[config.mk]
export PLATFORM = sky130hd
export DESIGN_NAME = alu_iter_flat
export DESIGN_NICKNAME = d
export VERILOG_FILES = /design/src/rtl/alu_iter_if.sv /design/src/rtl/alu_iter.sv /design/src/flat_wrapper.sv
export SDC_FILE = /design/constraint.sdc
export NUM_CORES = 1
export LEC_CHECK = 0
export CORE_ASPECT_RATIO = 1.2
export CORE_UTILIZATION = 23
export DETAILED_ROUTE_END_ITERATION = 8
export GPL_TIMING_DRIVEN = 0
export PLACE_DENSITY = 0.45
export SYNTH_ARGS = -nofsm -noshare
export SYNTH_HDL_FRONTEND = slang
export SYNTH_SLANG_ARGS = --single-unit
[constraint.sdc]
create_clock -name clk -period 5 [get_ports clk]
set_input_delay 1 -clock clk [delete_from_list [all_inputs] [get_ports clk]]
set_output_delay 1 -clock clk [all_outputs]
set_load 0.02 [all_outputs]
[src/rtl/alu_iter_if.sv]
// Request/response bundle for alu_iter: decode fields and operands in,
// result and branch flags out, each side with its own valid/ready pair.
interface alu_iter_if #(parameter int XLEN = 32);
    logic            in_valid;
    logic            in_ready;
    logic [1:0]      op;
    logic [2:0]      funct3;
    logic            op5;
    logic            funct7;
    logic            m_sel;
    logic [XLEN-1:0] a;
    logic [XLEN-1:0] b;
    logic            out_valid;
    logic            out_ready;
    logic [XLEN-1:0] result;
    logic            flag_z;
    logic            flag_lt;
    logic            flag_ltu;

    modport master (
        output in_valid, op, funct3, op5, funct7, m_sel, a, b, out_ready,
        input  in_ready, out_valid, result, flag_z, flag_lt, flag_ltu
    );

    modport slave (
        input  in_valid, op, funct3, op5, funct7, m_sel, a, b, out_ready,
        output in_ready, out_valid, result, flag_z, flag_lt, flag_ltu
    );
endinterface

[src/rtl/alu_iter.sv]
// Iterative RV32I execute ALU: 1-cycle logic/add/sub, SHIFT_STEP-per-cycle shifts.
// Define ALU_MUL_EN to add the XLEN-cycle shift-add multiplier (M-ext MUL).
module alu_iter #(
    parameter int XLEN       = 32,
    parameter int SHIFT_STEP = 1
) (
    input  logic       clk,
    input  logic       rst,
    alu_iter_if.slave  bus
);
    localparam int SW = $clog2(XLEN);
    localparam int CW = SW + 1;

`ifdef ALU_MUL_EN
    typedef enum logic [1:0] {IDLE, SHIFT, DONE, MUL} state_t;
`else
    typedef enum logic [1:0] {IDLE, SHIFT, DONE} state_t;
`endif

    state_t          state, nxt, go;
    logic [XLEN-1:0] res, sh_res;
    logic            fz, flt, fltu;
    logic            left, arith;
    logic [CW-1:0]   cnt, step;
    logic            accept;

    logic [XLEN-1:0] sum, diff, d_res;
    logic            d_z, d_lt, d_ltu;
    logic            d_shift, d_left, d_arith, d_mul;
    logic [SW-1:0]   shamt;

    assign bus.in_ready  = !rst && (state == IDLE ||
                           (state == DONE && bus.out_ready));
    assign bus.out_valid = (state == DONE);
    assign bus.result    = res;
    assign bus.flag_z    = fz;
    assign bus.flag_lt   = flt;
    assign bus.flag_ltu  = fltu;

    assign accept = bus.in_valid && bus.in_ready;
    assign sum    = bus.a + bus.b;
    assign diff   = bus.a - bus.b;
    assign shamt  = bus.b[SW-1:0];

    always_comb begin
        d_res   = sum;
        d_z     = 1'b0;
        d_lt    = 1'b0;
        d_ltu   = 1'b0;
        d_shift = 1'b0;
        d_left  = 1'b0;
        d_arith = 1'b0;
        d_mul   = 1'b0;
        unique case (bus.op)
            2'd0: begin
                case (bus.funct3)
                    3'b000: d_res = (bus.op5 && bus.funct7) ? diff : sum;
                    3'b001: begin
                        d_res   = bus.a;
                        d_shift = 1'b1;
                        d_left  = 1'b1;
                    end
                    3'b010: d_res = XLEN'($signed(bus.a) < $signed(bus.b));
                    3'b011: d_res = XLEN'(bus.a < bus.b);
                    3'b100: d_res = bus.a ^ bus.b;
                    3'b101: begin
                        d_res   = bus.a;
                        d_shift = 1'b1;
                        d_arith = bus.funct7;
                    end
                    3'b110: d_res = bus.a | bus.b;
                    3'b111: d_res = bus.a & bus.b;
                endcase
`ifdef ALU_MUL_EN
                // M-ext row: only MUL is implemented, other funct3 yield 0
                if (bus.op5 && bus.m_sel) begin
                    d_res   = '0;
                    d_shift = 1'b0;
                    d_left  = 1'b0;
                    d_arith = 1'b0;
                    d_mul   = (bus.funct3 == 3'b000);
                end
`endif
            end
            2'd1: d_res = sum;
            default: begin
                d_res = diff;
                d_z   = (bus.a == bus.b);
                d_lt  = $signed(bus.a) < $signed(bus.b);
                d_ltu = bus.a < bus.b;
            end
        endcase
    end

`ifndef ALU_MUL_EN
    logic unused_msel;
    assign unused_msel = bus.m_sel;
`endif

    always_comb begin
        go = (d_shift && shamt != '0) ? SHIFT : DONE;
`ifdef ALU_MUL_EN
        if (d_mul) go = MUL;
`endif
    end

    assign step = (cnt < CW'(SHIFT_STEP)) ? cnt : CW'(SHIFT_STEP);

    always_comb begin
        if (left)
            sh_res = res << step;
        else if (arith)
            sh_res = $unsigned($signed(res) >>> step);
        else
            sh_res = res >> step;
    end

    always_comb begin
        nxt = state;
        unique case (state)
            IDLE:  if (accept) nxt = go;
            DONE: begin
                if (accept)
                    nxt = go;
                else if (bus.out_ready)
                    nxt = IDLE;
            end
            SHIFT: if (cnt == step) nxt = DONE;
`ifdef ALU_MUL_EN
            MUL:   if (cnt == CW'(1)) nxt = DONE;
`endif
            default: nxt = IDLE;
        endcase
    end

    always_ff @(posedge clk or posedge rst) begin
        if (rst) state <= IDLE;
        else     state <= nxt;
    end

`ifdef ALU_MUL_EN
    logic [XLEN-1:0] mcand, mplier;

    always_ff @(posedge clk or posedge rst) begin
        if (rst) begin
            mcand  <= '0;
            mplier <= '0;
        end else if (accept) begin
            mcand  <= bus.a;
            mplier <= bus.b;
        end else if (state == MUL) begin
            mcand  <= mcand << 1;
            mplier <= mplier >> 1;
        end
    end
`endif

    always_ff @(posedge clk or posedge rst) begin
        if (rst) begin
            res   <= '0;
            fz    <= 1'b0;
            flt   <= 1'b0;
            fltu  <= 1'b0;
            cnt   <= '0;
            left  <= 1'b0;
            arith <= 1'b0;
        end else if (accept) begin
            res   <= d_res;
            fz    <= d_z;
            flt   <= d_lt;
            fltu  <= d_ltu;
            cnt   <= CW'(shamt);
            left  <= d_left;
            arith <= d_arith;
`ifdef ALU_MUL_EN
            if (d_mul) cnt <= CW'(XLEN);
`endif
        end else if (state == SHIFT) begin
            res <= sh_res;
            cnt <= cnt - step;
        end
`ifdef ALU_MUL_EN
        else if (state == MUL) begin
            // res doubles as the product accumulator
            res <= res + (mplier[0] ? mcand : '0);
            cnt <= cnt - CW'(1);
        end
`endif
    end
endmodule

[src/flat_wrapper.sv]
// flat-port wrapper written by rule: the top's interface ports become plain ports
module alu_iter_flat 
#(
    parameter int XLEN       = 32,
    parameter int SHIFT_STEP = 1
)
  (clk, rst, bus_in_valid, bus_op, bus_funct3, bus_op5, bus_funct7, bus_m_sel, bus_a, bus_b, bus_out_ready, bus_in_ready, bus_out_valid, bus_result, bus_flag_z, bus_flag_lt, bus_flag_ltu);
  alu_iter_if #(.XLEN(XLEN)) bus_i ();
  input  logic clk;
  input  logic rst;
  input wire logic [$bits(bus_i.in_valid)-1:0] bus_in_valid;
  input wire logic [$bits(bus_i.op)-1:0] bus_op;
  input wire logic [$bits(bus_i.funct3)-1:0] bus_funct3;
  input wire logic [$bits(bus_i.op5)-1:0] bus_op5;
  input wire logic [$bits(bus_i.funct7)-1:0] bus_funct7;
  input wire logic [$bits(bus_i.m_sel)-1:0] bus_m_sel;
  input wire logic [$bits(bus_i.a)-1:0] bus_a;
  input wire logic [$bits(bus_i.b)-1:0] bus_b;
  input wire logic [$bits(bus_i.out_ready)-1:0] bus_out_ready;
  output wire logic [$bits(bus_i.in_ready)-1:0] bus_in_ready;
  output wire logic [$bits(bus_i.out_valid)-1:0] bus_out_valid;
  output wire logic [$bits(bus_i.result)-1:0] bus_result;
  output wire logic [$bits(bus_i.flag_z)-1:0] bus_flag_z;
  output wire logic [$bits(bus_i.flag_lt)-1:0] bus_flag_lt;
  output wire logic [$bits(bus_i.flag_ltu)-1:0] bus_flag_ltu;
  assign bus_i.in_valid = bus_in_valid;
  assign bus_i.op = bus_op;
  assign bus_i.funct3 = bus_funct3;
  assign bus_i.op5 = bus_op5;
  assign bus_i.funct7 = bus_funct7;
  assign bus_i.m_sel = bus_m_sel;
  assign bus_i.a = bus_a;
  assign bus_i.b = bus_b;
  assign bus_i.out_ready = bus_out_ready;
  assign bus_in_ready = bus_i.in_ready;
  assign bus_out_valid = bus_i.out_valid;
  assign bus_result = bus_i.result;
  assign bus_flag_z = bus_i.flag_z;
  assign bus_flag_lt = bus_i.flag_lt;
  assign bus_flag_ltu = bus_i.flag_ltu;
  alu_iter #(.XLEN(XLEN), .SHIFT_STEP(SHIFT_STEP)) u_core (.clk(clk), .rst(rst), .bus(bus_i));
endmodule
# Yosys cells after proc, flatten, opt, wreduce, memory -nomap -nowiden
# Cells that the tools add are included.
[totals]
register_bits = 45
inputBits = 76
output_inout_bits = 37
elab_cells = 75
[classes]
add_sub_neg = 3
order_cmp = 3
eq_ne = 15
n_shift = 3
n_mux = 25
n_bitwise = 3
reduce_logical = 15
[ops]
columns = ["operator", "n"]
rows = [
  ["one-hot mux 32 bit (7 select lines)", 1],
  ["2-to-1 mux 32 bit", 5],
  ["less-than comparator 32 bit", 2],
  ["one-hot mux 32 bit (2 select lines)", 1],
  ["adder 32 bit", 1],
  ["AND 32 bit", 1],
  ["== test 32 bit", 1],
  ["bitwise OR 32 bit", 1],
  ["<< shifter 32 x 6 -> 32 bit", 1],
  [">> shifter 32 x 6 -> 32 bit", 1],
  [">>> shifter 32 x 6 -> 32 bit", 1],
  ["subtractor 32 bit", 1],
  ["XOR 32 bit", 1],
  ["2-to-1 mux 6 bit", 3],
  ["== test 3 bit, second input constant", 4],
  ["2-to-1 mux 2 bit", 5],
  ["2-to-1 mux 1 bit", 9],
  ["== test 3 x 2 -> 1 bit, second input constant", 2],
  ["== test 6 bit", 1],
  ["less-than comparator 6 x 1 -> 1 bit, second input constant", 1],
  ["one-hot mux 2 bit (3 select lines)", 1],
  ["subtractor 6 bit", 1],
  ["logical AND 1 bit", 5],
  ["nonzero test 5 bit", 1],
  ["other kinds (12)", 16],
]

# Longest topological paths before layout
# Gate-level depths: netlist (run 1).
[depth]
ltp_word = 8
depth_mapped = 14
mapped_depth_nobuf = 14

# Worst setup path before layout (run 1)
# No wires, ideal clock.
[synth_path]
path_type = "input -> register"
start = "input bus_b[0]"
end = "register u_core.res[30] (netlist: u_core.bus.result[30])"
setup_time_ns = 0.134
t_arrival_ns = 3.702
required_ns = 4.866
slack_ns = 1.164
path_stages = 12
n_path_buf = 0
path_cell_list = "ha_1 > fa_1 > a21o_1 > a221o_1 > a221oi_2 > o31ai_1 > a31oi_2 > o41ai_1 > a21oi_1 > nor3_1 > o41ai_1 > o21ai_1"
[synth_between]
elab_chain_cells = 5
elab_cells_between_ends = 6
classes_between = "2 x add/sub; 4 x mux"
[synth_rtl]
columns = ["item", "line_no", "text"]
rows = [
  ["from (decl)", "flat_wrapper.sv:18", "input wire logic [$bits(bus_i.b)-1:0] bus_b;"],
  ["adder 32 bit / subtractor 32 bit (equally long branches)", "alu_iter.sv:41, alu_iter.sv:42", ""],
  ["2-to-1 mux 32 bit", "alu_iter.sv:57", "3'b000: d_res = (bus.op5 && bus.funct7) ? diff : sum;"],
  ["one-hot mux 32 bit (7 select lines)", "alu_iter.sv:56", "case (bus.funct3)"],
  ["one-hot mux 32 bit (2 select lines) *", "alu_iter.sv:54", "unique case (bus.op)"],
  ["2-to-1 mux 32 bit *", "alu_iter.sv:167", "end else if (accept) begin"],
  ["to (signal assigned)", "alu_iter.sv:168", "res <= d_res;"],
  ["to (signal assigned)", "alu_iter.sv:179", "res <= sh_res;"],
  ["to (decl)", "alu_iter.sv:21", "logic [XLEN-1:0] res, sh_res;"],
]
# Every way passes the cells marked *; elsewhere a longest branch is shown, timed or not.
# A chain may end at the register's enable or synchronous reset.

# Worst setup path after layout (run 1)
[layout_path]
start = "input bus_b[0]"
end = "register u_core.res[20] (netlist: u_core.bus.result[20])"
# Same word-level chain as after synthesis.

==> results of run 1 <==
==> power by group through the flow <==
stage	registers, mW	logic (mW)	clock network [mW]
after global routing	0.559	1.54	0.346
final	0.549	1.43	0.328
after floorplan	0.601	0.770	0
after global placement	0.554	1.38	0
after CTS	0.546	1.40	0.334
after detailed placement	0.552	1.39	0
==> metrics by stage <==
| step | instances | power [mW] | util (%) |
|---|---|---|---|
| after CTS | 1905 | 2.28 | 28.4 |
| after floorplan | 1307 | 1.37 | - |
| after detailed placement | 1897 | 1.94 | 27.9 |
| after global routing | 1904 | 2.44 | 28.5 |
| final | 1904 | 2.30 | 28.5 |
| after global placement | 1896 | 1.94 | 27.9 |
==> cell usage after synthesis, types with 4 or more instances <==
library cell  number  area (um^2)
a31oi_1           17          106
buf_1             13         48.8
o21a_1             8         60.1
a21o_1            15          113
o2111ai_1          5         43.8
a22oi_1            7         52.6
and3_1            10         62.6
inv_1            107          402
nand2b_1           9         56.3
clkbuf_1          67          251
o21bai_1          14          105
nor4_1             6         37.5
nand4_1            6         37.5
xnor2_1           42          368
a221o_1            9         90.1
o22ai_1           25          156
buf_2              9         45.0
o22a_1             4         35.0
and2_1             8         50.1
o221ai_1          13          114
or3_1             11         68.8
a211oi_1          17          128
ha_1              99         1240
nand2_1           96          360
or2_2              8         50.1
o21ai_0           99          495
a311oi_1           5         43.8
nand3_1           20          100
o31ai_1           15          113
xor2_1             6         52.6
a211o_1            5         43.8
a21oi_1          158          791
a221oi_1          15          131
o41ai_1            5         43.8
o211ai_1          20          150
nor3_1            25          125
nor2_1           150          563
nor2b_1           14         87.6
mux2i_1           34          340
dfrtp_1           45         1130
o311a_1            7         70.1
==> final cells by class <==
class	instances	area share (%)
plain buffers	89	3.25
clock buffers	7	1.22
clock inverters	1	0.0692
inverters	109	3.77
multi-input cells	1063	65.5
flip-flops and latches	45	10.4
well taps	480	5.54
repair buffers	110	10.2
==> cells by family after synthesis <==
logic type      share of synthesized area, %
buf+inv                                 8.58
simple gates                            19.0
fa+ha+maj                               14.3
mux                                     4.07
compound gates                          36.7
xor+xnor                                4.71
flops                                   12.6
==> registers in the layout, summed over array words and instances (netlist names) <==
register	cells
u_core.bus.result	32
u_core.cnt	6
u_core.state	2
u_core.arith	1
u_core.bus.flag_lt	1
u_core.bus.flag_ltu	1
u_core.bus.flag_z	1
u_core.left	1
==> routing by layer <==
metal	vias up	GRT usage [%]	part of all wire, %
li1	4962	-	-
met1	5055	28.6	44
met2	401	36.6	46
met3	89	2.02	5.4
met4	0	7.71	3.8
met5	-	0	0
==> worst min-delay path by stage <==
stage / end / cells past startpoint
floorplan: u_core.arith$_DFFE_PP0P_ / 2
global placement: u_core.bus.flag_ltu$_DFFE_PP0P_ / 2
detailed placement: u_core.bus.flag_ltu$_DFFE_PP0P_ / 2
CTS: u_core.bus.flag_ltu$_DFFE_PP0P_ / 2
global route: u_core.bus.flag_lt$_DFFE_PP0P_ / 2
finish: u_core.bus.flag_ltu$_DFFE_PP0P_ / 2
==> timing repair <==
item,CTS,global route
setup endpoints to repair,6,8
hold buffers,0,0
resized for setup,4,10
hold endpoints to repair,0,0
==> tightest hold or removal path, cell delays in order (launching register included) <==
cell	delay, ns
dfrtp_1	0.36
nand2_1	0.05
o21ai_0	0.06
==> summary.md, run 1 <==
| Metric | Value |
|---|---|
| Initial antenna violation count | `0` |
| RD Place Congestion | `0.962` |
| Required @ worst endpoint | `5.14 ns` |
| Cells after synthesis | `1307` |
| I/O pin count | `113` |
| Total global-route track usage | `21.7%` |
| Avg Inst Size Synth | `6.83 um^2` |
| DP Area | `0.0106 mm^2` |
| EDFF count, synth | `0` |
| Tcrit/Tclk final | `97.2%` |
| Die area | `0.0396 mm^2` |
| Relative slew slack | `30.5%` |
| Total CTS buffers | `5` |
| Final setup viols | `0` |
| Antenna-violating nets left | `0` |
| Storage cell area | `0.00113 mm^2` |
| Max Clk Rate | `206 MHz` |
| Final setup TNS | `0 ns` |
| Core area | `0.0381 mm^2` |
| Asr flop ratio synth | `100%` |
| Layout cells sized above 1 | `3.58%` |
| Post-CTS repair timing setup buffer count | `0` |
| Reg2reg end | `u_core.bus.result[23]$_DFFE_PP0P_` |
| Reg2Reg Depth | `8` |
| Setup WS pre-CTS | `-0.626 ns` |
| H-tree level count | `2` |
| Clk root buf | `clkbuf_16` |
| Seq/Total Area, Yosys | `12.6%` |
| Critical path cell sequence | `clkdlybuf4s50_1 > ha_1 > fa_1 > a21o_1 > a221o_1 > a221oi_4 > o31ai_2 > o22ai_1 > xnor2_1 > nor2_1 > a2111oi_2 > a21oi_1` |
| CP delay by family, top | `compound AO/OA/AOI/OAI gates` |
| Maximum vdd drop | `0.167 mV` |
| CP Max Fanout | `4` |
| Initial Util | `23.4%` |
| Hold Path Class | `reg -> reg` |
| Post-detail-place hpwl | `35.3 mm` |
| TritonCTS clock tree | `done` |
| Final Skew | `0.00436 ns` |
| Grt ovf | `0` |
| Reg2reg start | `u_core.state[1]$_DFFE_PP0P_` |
| CP arrival | `5.00 ns` |
| Nets | `1600` |
| Switch share | `48.3%` |
| Fill cells | `4255` |
| Flop2flop setup slack | `1.85 ns` |
| Leakage power | `4.37 nW` |
| Largest net degree at the start of global routing | `34` |
| Slowest cell on crit path | `a2111oi_2` |
| #FFs+latches synth | `45` |
| CP Launch Type | `primary input` |
| Final hold slack | `0.497 ns` |
| Die width | `182 um` |
| RSZ-0062 raised after global routing | `false` |
| Clk_lat worst skew | `0.29 ns` |
| Commonest non-fill, non-tap cell in the layout | `a21oi_1` |
| Time the worst path needs with I/O delays and setup | `4.86 ns` |
| Critical path endpoint | `u_core.bus.result[20]$_DFFE_PP0P_` |
| Clk slew on worst S/H paths | `0.06 ns` |
| Synth Flop Type | `dfrtp_1` |
| Internal cell power | `1.19 mW` |
| Clock share of power | `14.2%` |
| Final instance area | `0.0108 mm^2` |
| Number of remaining DRC errors | `0` |
| Sequential Power Share | `23.8%` |
| First-pass GRT wire length | `65.1 mm` |
| Rows | `78` |
| Area Overhead vs Synth | `21.6%` |
| N_diodes | `0` |
| Pre-antenna DRT Iters | `6` |
| Most frequent cells in the layout | `157 x a21oi_1, 150 x nor2_1, 109 x clkdlybuf4s50_1, 106 x inv_1, 99 x ha_1` |
| 1st-iter DRT viols | `1021` |
| Worst path max stage delay | `0.60 ns` |
| Clock tree buffer depth | `2` |
| PwrDens | `212 mW/mm^2` |
| CP Launch Point | `bus_b[0]` |
| Synth Warn # | `0` |
| Max-cap violations | `0` |
| Routed WL | `43.8 mm` |
| Final setup margin | `0.140 ns` |
| Tightest Pin Transition | `1.04 ns` |
| Cell area after synthesis | `0.00892 mm^2` |
| Outcome | `finished clean` |
| Final hold violations | `0` |
| Crit end category | `register` |
| Distinct cells, synth | `77` |
| Worst path buffer plus inverter count | `1` |
| Critical path depth | `12` |
| Max-slew violations | `0` |
| Vias in the first global route | `10300` |
| Worst Min Path Start | `u_core.bus.flag_ltu$_DFFE_PP0P_` |
| Clock sink total | `45` |
| Crit Path Category | `in -> reg` |
| Via-to-Cell Ratio | `5.52` |
| Post-Syn Nets | `1484` |
| Die H | `218 um` |
| DR WL/cell | `23.0 um` |
| Input/output buffers | `109` |
| Multi-input logic area | `0.00711 mm^2` |
| DR vias | `10500` |
| Logic gate share of total power | `61.9%` |
| Net Sw Power | `1.11 mW` |
Power figures use the tool's default switching activity.
==> inputs of run 2 (changes only) <==
Clock period 5 ns to 5.7 ns, I/O delays scaled along.
==> run 2 against run 1 <==
Sequential share of layout area is 0.060 points higher. Sequential power down 13%. Via count up 0.77%. Highest routed layer unchanged. Largest power group unchanged. Clock power is 13% lower. First-iteration DRC count up 2.4%. The run now ends with negative setup slack left.
==> summary.md, run 2 (synthesis gave the netlist of run 1 again) <==
| Metric | Value |
|---|---|
| CP arrival | `5.82 ns` |
| Hold Path Class | `reg -> reg` |
| Clk root buf | `clkbuf_16` |
| CP Launch Type | `primary input` |
| Initial antenna violation count | `0` |
| Clk_lat worst skew | `0.29 ns` |
| CP delay by family, top | `compound AO/OA/AOI/OAI gates` |
| Die area | `0.0396 mm^2` |
| Critical path cell sequence | `clkdlybuf4s50_1 > ha_1 > fa_1 > a21o_1 > a221o_1 > a221oi_2 > o31ai_1 > o22ai_1 > xnor2_1 > nor2_1 > a2111oi_0 > a21oi_1` |
| Post-CTS repair timing setup buffer count | `0` |
| Clock tree buffer depth | `2` |
| RD Place Congestion | `0.962` |
| Setup WS pre-CTS | `-0.0664 ns` |
| Pre-antenna DRT Iters | `5` |
| DR WL/cell | `22.9 um` |
| Final setup viols | `1` |
| Failing checks | `negative setup slack` |
| Tcrit/Tclk final | `100%` |
| CP Max Fanout | `4` |
| Max Clk Rate | `175 MHz` |
| Hold Path Depth | `2` |
| Time the worst path needs with I/O delays and setup | `5.72 ns` |
| Final Skew | `0.00314 ns` |
| Max reg flops | `32` |
| Final setup margin | `-0.0181 ns` |
| Total CTS buffers | `5` |
| 1st-iter DRT viols | `1046` |
| Input/output buffers | `109` |
| Relative slew slack | `8.61%` |
| Reg2Reg Depth | `7` |
| Rows | `78` |
| Clock sink total | `45` |
| Area Overhead vs Synth | `20.9%` |
| Most frequent cells in the layout | `158 x a21oi_1, 150 x nor2_1, 109 x clkdlybuf4s50_1, 106 x inv_1` |
| Core area | `0.0381 mm^2` |
| Grt ovf | `0` |
| Total global-route track usage | `21.7%` |
| First-pass GRT wire length | `65.1 mm` |
| I/O pin count | `113` |
| Tightest Pin Transition | `1.34 ns` |
| Flop2flop setup slack | `2.40 ns` |
| Max-cap violations | `0` |
| Via-to-Cell Ratio | `5.56` |
| Final hold violations | `0` |
| Crit Path Category | `in -> reg` |
| Worst Min Path Start | `u_core.bus.flag_ltu$_DFFE_PP0P_` |
| Hold-fix buffers at CTS | `0` |
| Required @ worst endpoint | `5.81 ns` |
| Die H | `218 um` |
| End of the worst hold path | `u_core.bus.flag_ltu$_DFFE_PP0P_` |
| Layout cells sized above 1 | `3.02%` |
| Maximum vdd drop | `0.145 mV` |
| Outcome | `finished, violations left` |
| Routed WL | `43.7 mm` |
| Worst path max stage delay | `1.13 ns` |
| Reg2reg end | `u_core.bus.result[20]$_DFFE_PP0P_` |
| Initial Util | `23.4%` |
| Pwr Total | `2.01 mW` |
| Leakage power | `4.36 nW` |
| Max-slew violations | `0` |
| Utilization after layout | `28.3%` |
| H-tree level count | `2` |
| Final setup TNS | `-0.0181 ns` |
| Crit end category | `register` |
| PwrDens | `186 mW/mm^2` |
| DR vias | `10600` |
| Fill cells | `4257` |
| Commonest non-fill, non-tap cell in the layout | `a21oi_1` |
| Slowest cell on crit path | `a2111oi_0` |
| Largest net degree at the start of global routing | `34` |
| Number of remaining DRC errors | `0` |
| Antenna-violating nets left | `0` |
| Worst path buffer plus inverter count | `1` |
| Nets | `1601` |
| Reg2reg start | `u_core.state[1]$_DFFE_PP0P_` |
| Vias in the first global route | `10300` |
| TritonCTS clock tree | `done` |
| Die width | `182 um` |
| RSZ-0062 raised after global routing | `false` |
| Post-detail-place hpwl | `35.3 mm` |
| Clk slew on worst S/H paths | `0.06 ns` |
-- run 2: timing repair --
item                                    CTS  global route
endpoints found under the setup margin    0             1
gates resized for setup                   0             1
endpoints found under the hold margin     0             0
-- run 2: worst max path at each step --
| stage | slack, ns | end | startpoint | depth (start not counted) |
|---|---|---|---|---|
| finish | -0.02 | u_core.bus.result[20]$_DFFE_PP0P_ | bus_b[0] | 12 |
| global route | 0.03 | u_core.bus.result[20]$_DFFE_PP0P_ | bus_b[0] | 12 |
| CTS | 0.20 | u_core.bus.result[20]$_DFFE_PP0P_ | bus_b[0] | 12 |
| detailed placement | -0.07 | u_core.bus.result[20]$_DFFE_PP0P_ | bus_b[0] | 12 |
| global placement | -0.10 | u_core.bus.result[20]$_DFFE_PP0P_ | bus_b[0] | 12 |
| floorplan | 1.72 | u_core.bus.result[30]$_DFFE_PP0P_ | bus_b[0] | 12 |
-- run 2: routing by layer --
metal	vias up	wire [um]	part of all wire, %	global-route usage, %
met1	5089	19300	44	28.6
li1	4973	-	-	-
met3	79	2590	5.9	2.02
met5	-	0	0	0
met2	447	20300	47	36.7
met4	0	1510	3.5	7.57
-- run 2: stage by stage --
step,area [um^2],hold WS [ns],std cells
2_1_floorplan,8920,0.473,1307
3_3_place_gp,10600,0.498,1896
3_5_place_dp,10600,0.499,1897
4_1_cts,10800,0.516,1905
5_1_grt,10800,0.532,1905
6_report,10800,0.496,1906
-- run 2: report_power, final --
part | internal (mW) | total, mW | switching [mW]
registers | 0.388 | 0.480 | 0.0918
logic | 0.489 | 1.24 | 0.752
clock network | 0.163 | 0.287 | 0.124
-- run 2: cell type report --
type / instances / area (um^2) / share of cell area, %
Multi-Input combinational cell: 1063 / 7040 / 65.3
Sequential cell: 45 / 1130 / 10.4
Timing Repair Buffer: 110 / 1110 / 10.3
Tap cell: 480 / 601 / 5.57
Inverter: 109 / 409 / 3.79
Buffer: 90 / 357 / 3.31
Clock buffer: 7 / 133 / 1.23
Clock inverter: 1 / 7.51 / 0.0696
Antenna cell: 1 / 2.50 / 0.0232
-- run 2: tightest hold or removal path: stages (launching register included) --
cell	delay, ns
dfrtp_1	0.36
nand2_1	0.05
o21ai_0	0.06
==> inputs of run 3 (changes only) <==
Settings changed: GPL_ROUTABILITY_DRIVEN set to 1.
==> results of run 3 <==
No change in the layout: final DEF, timing and power equal those of run 2.
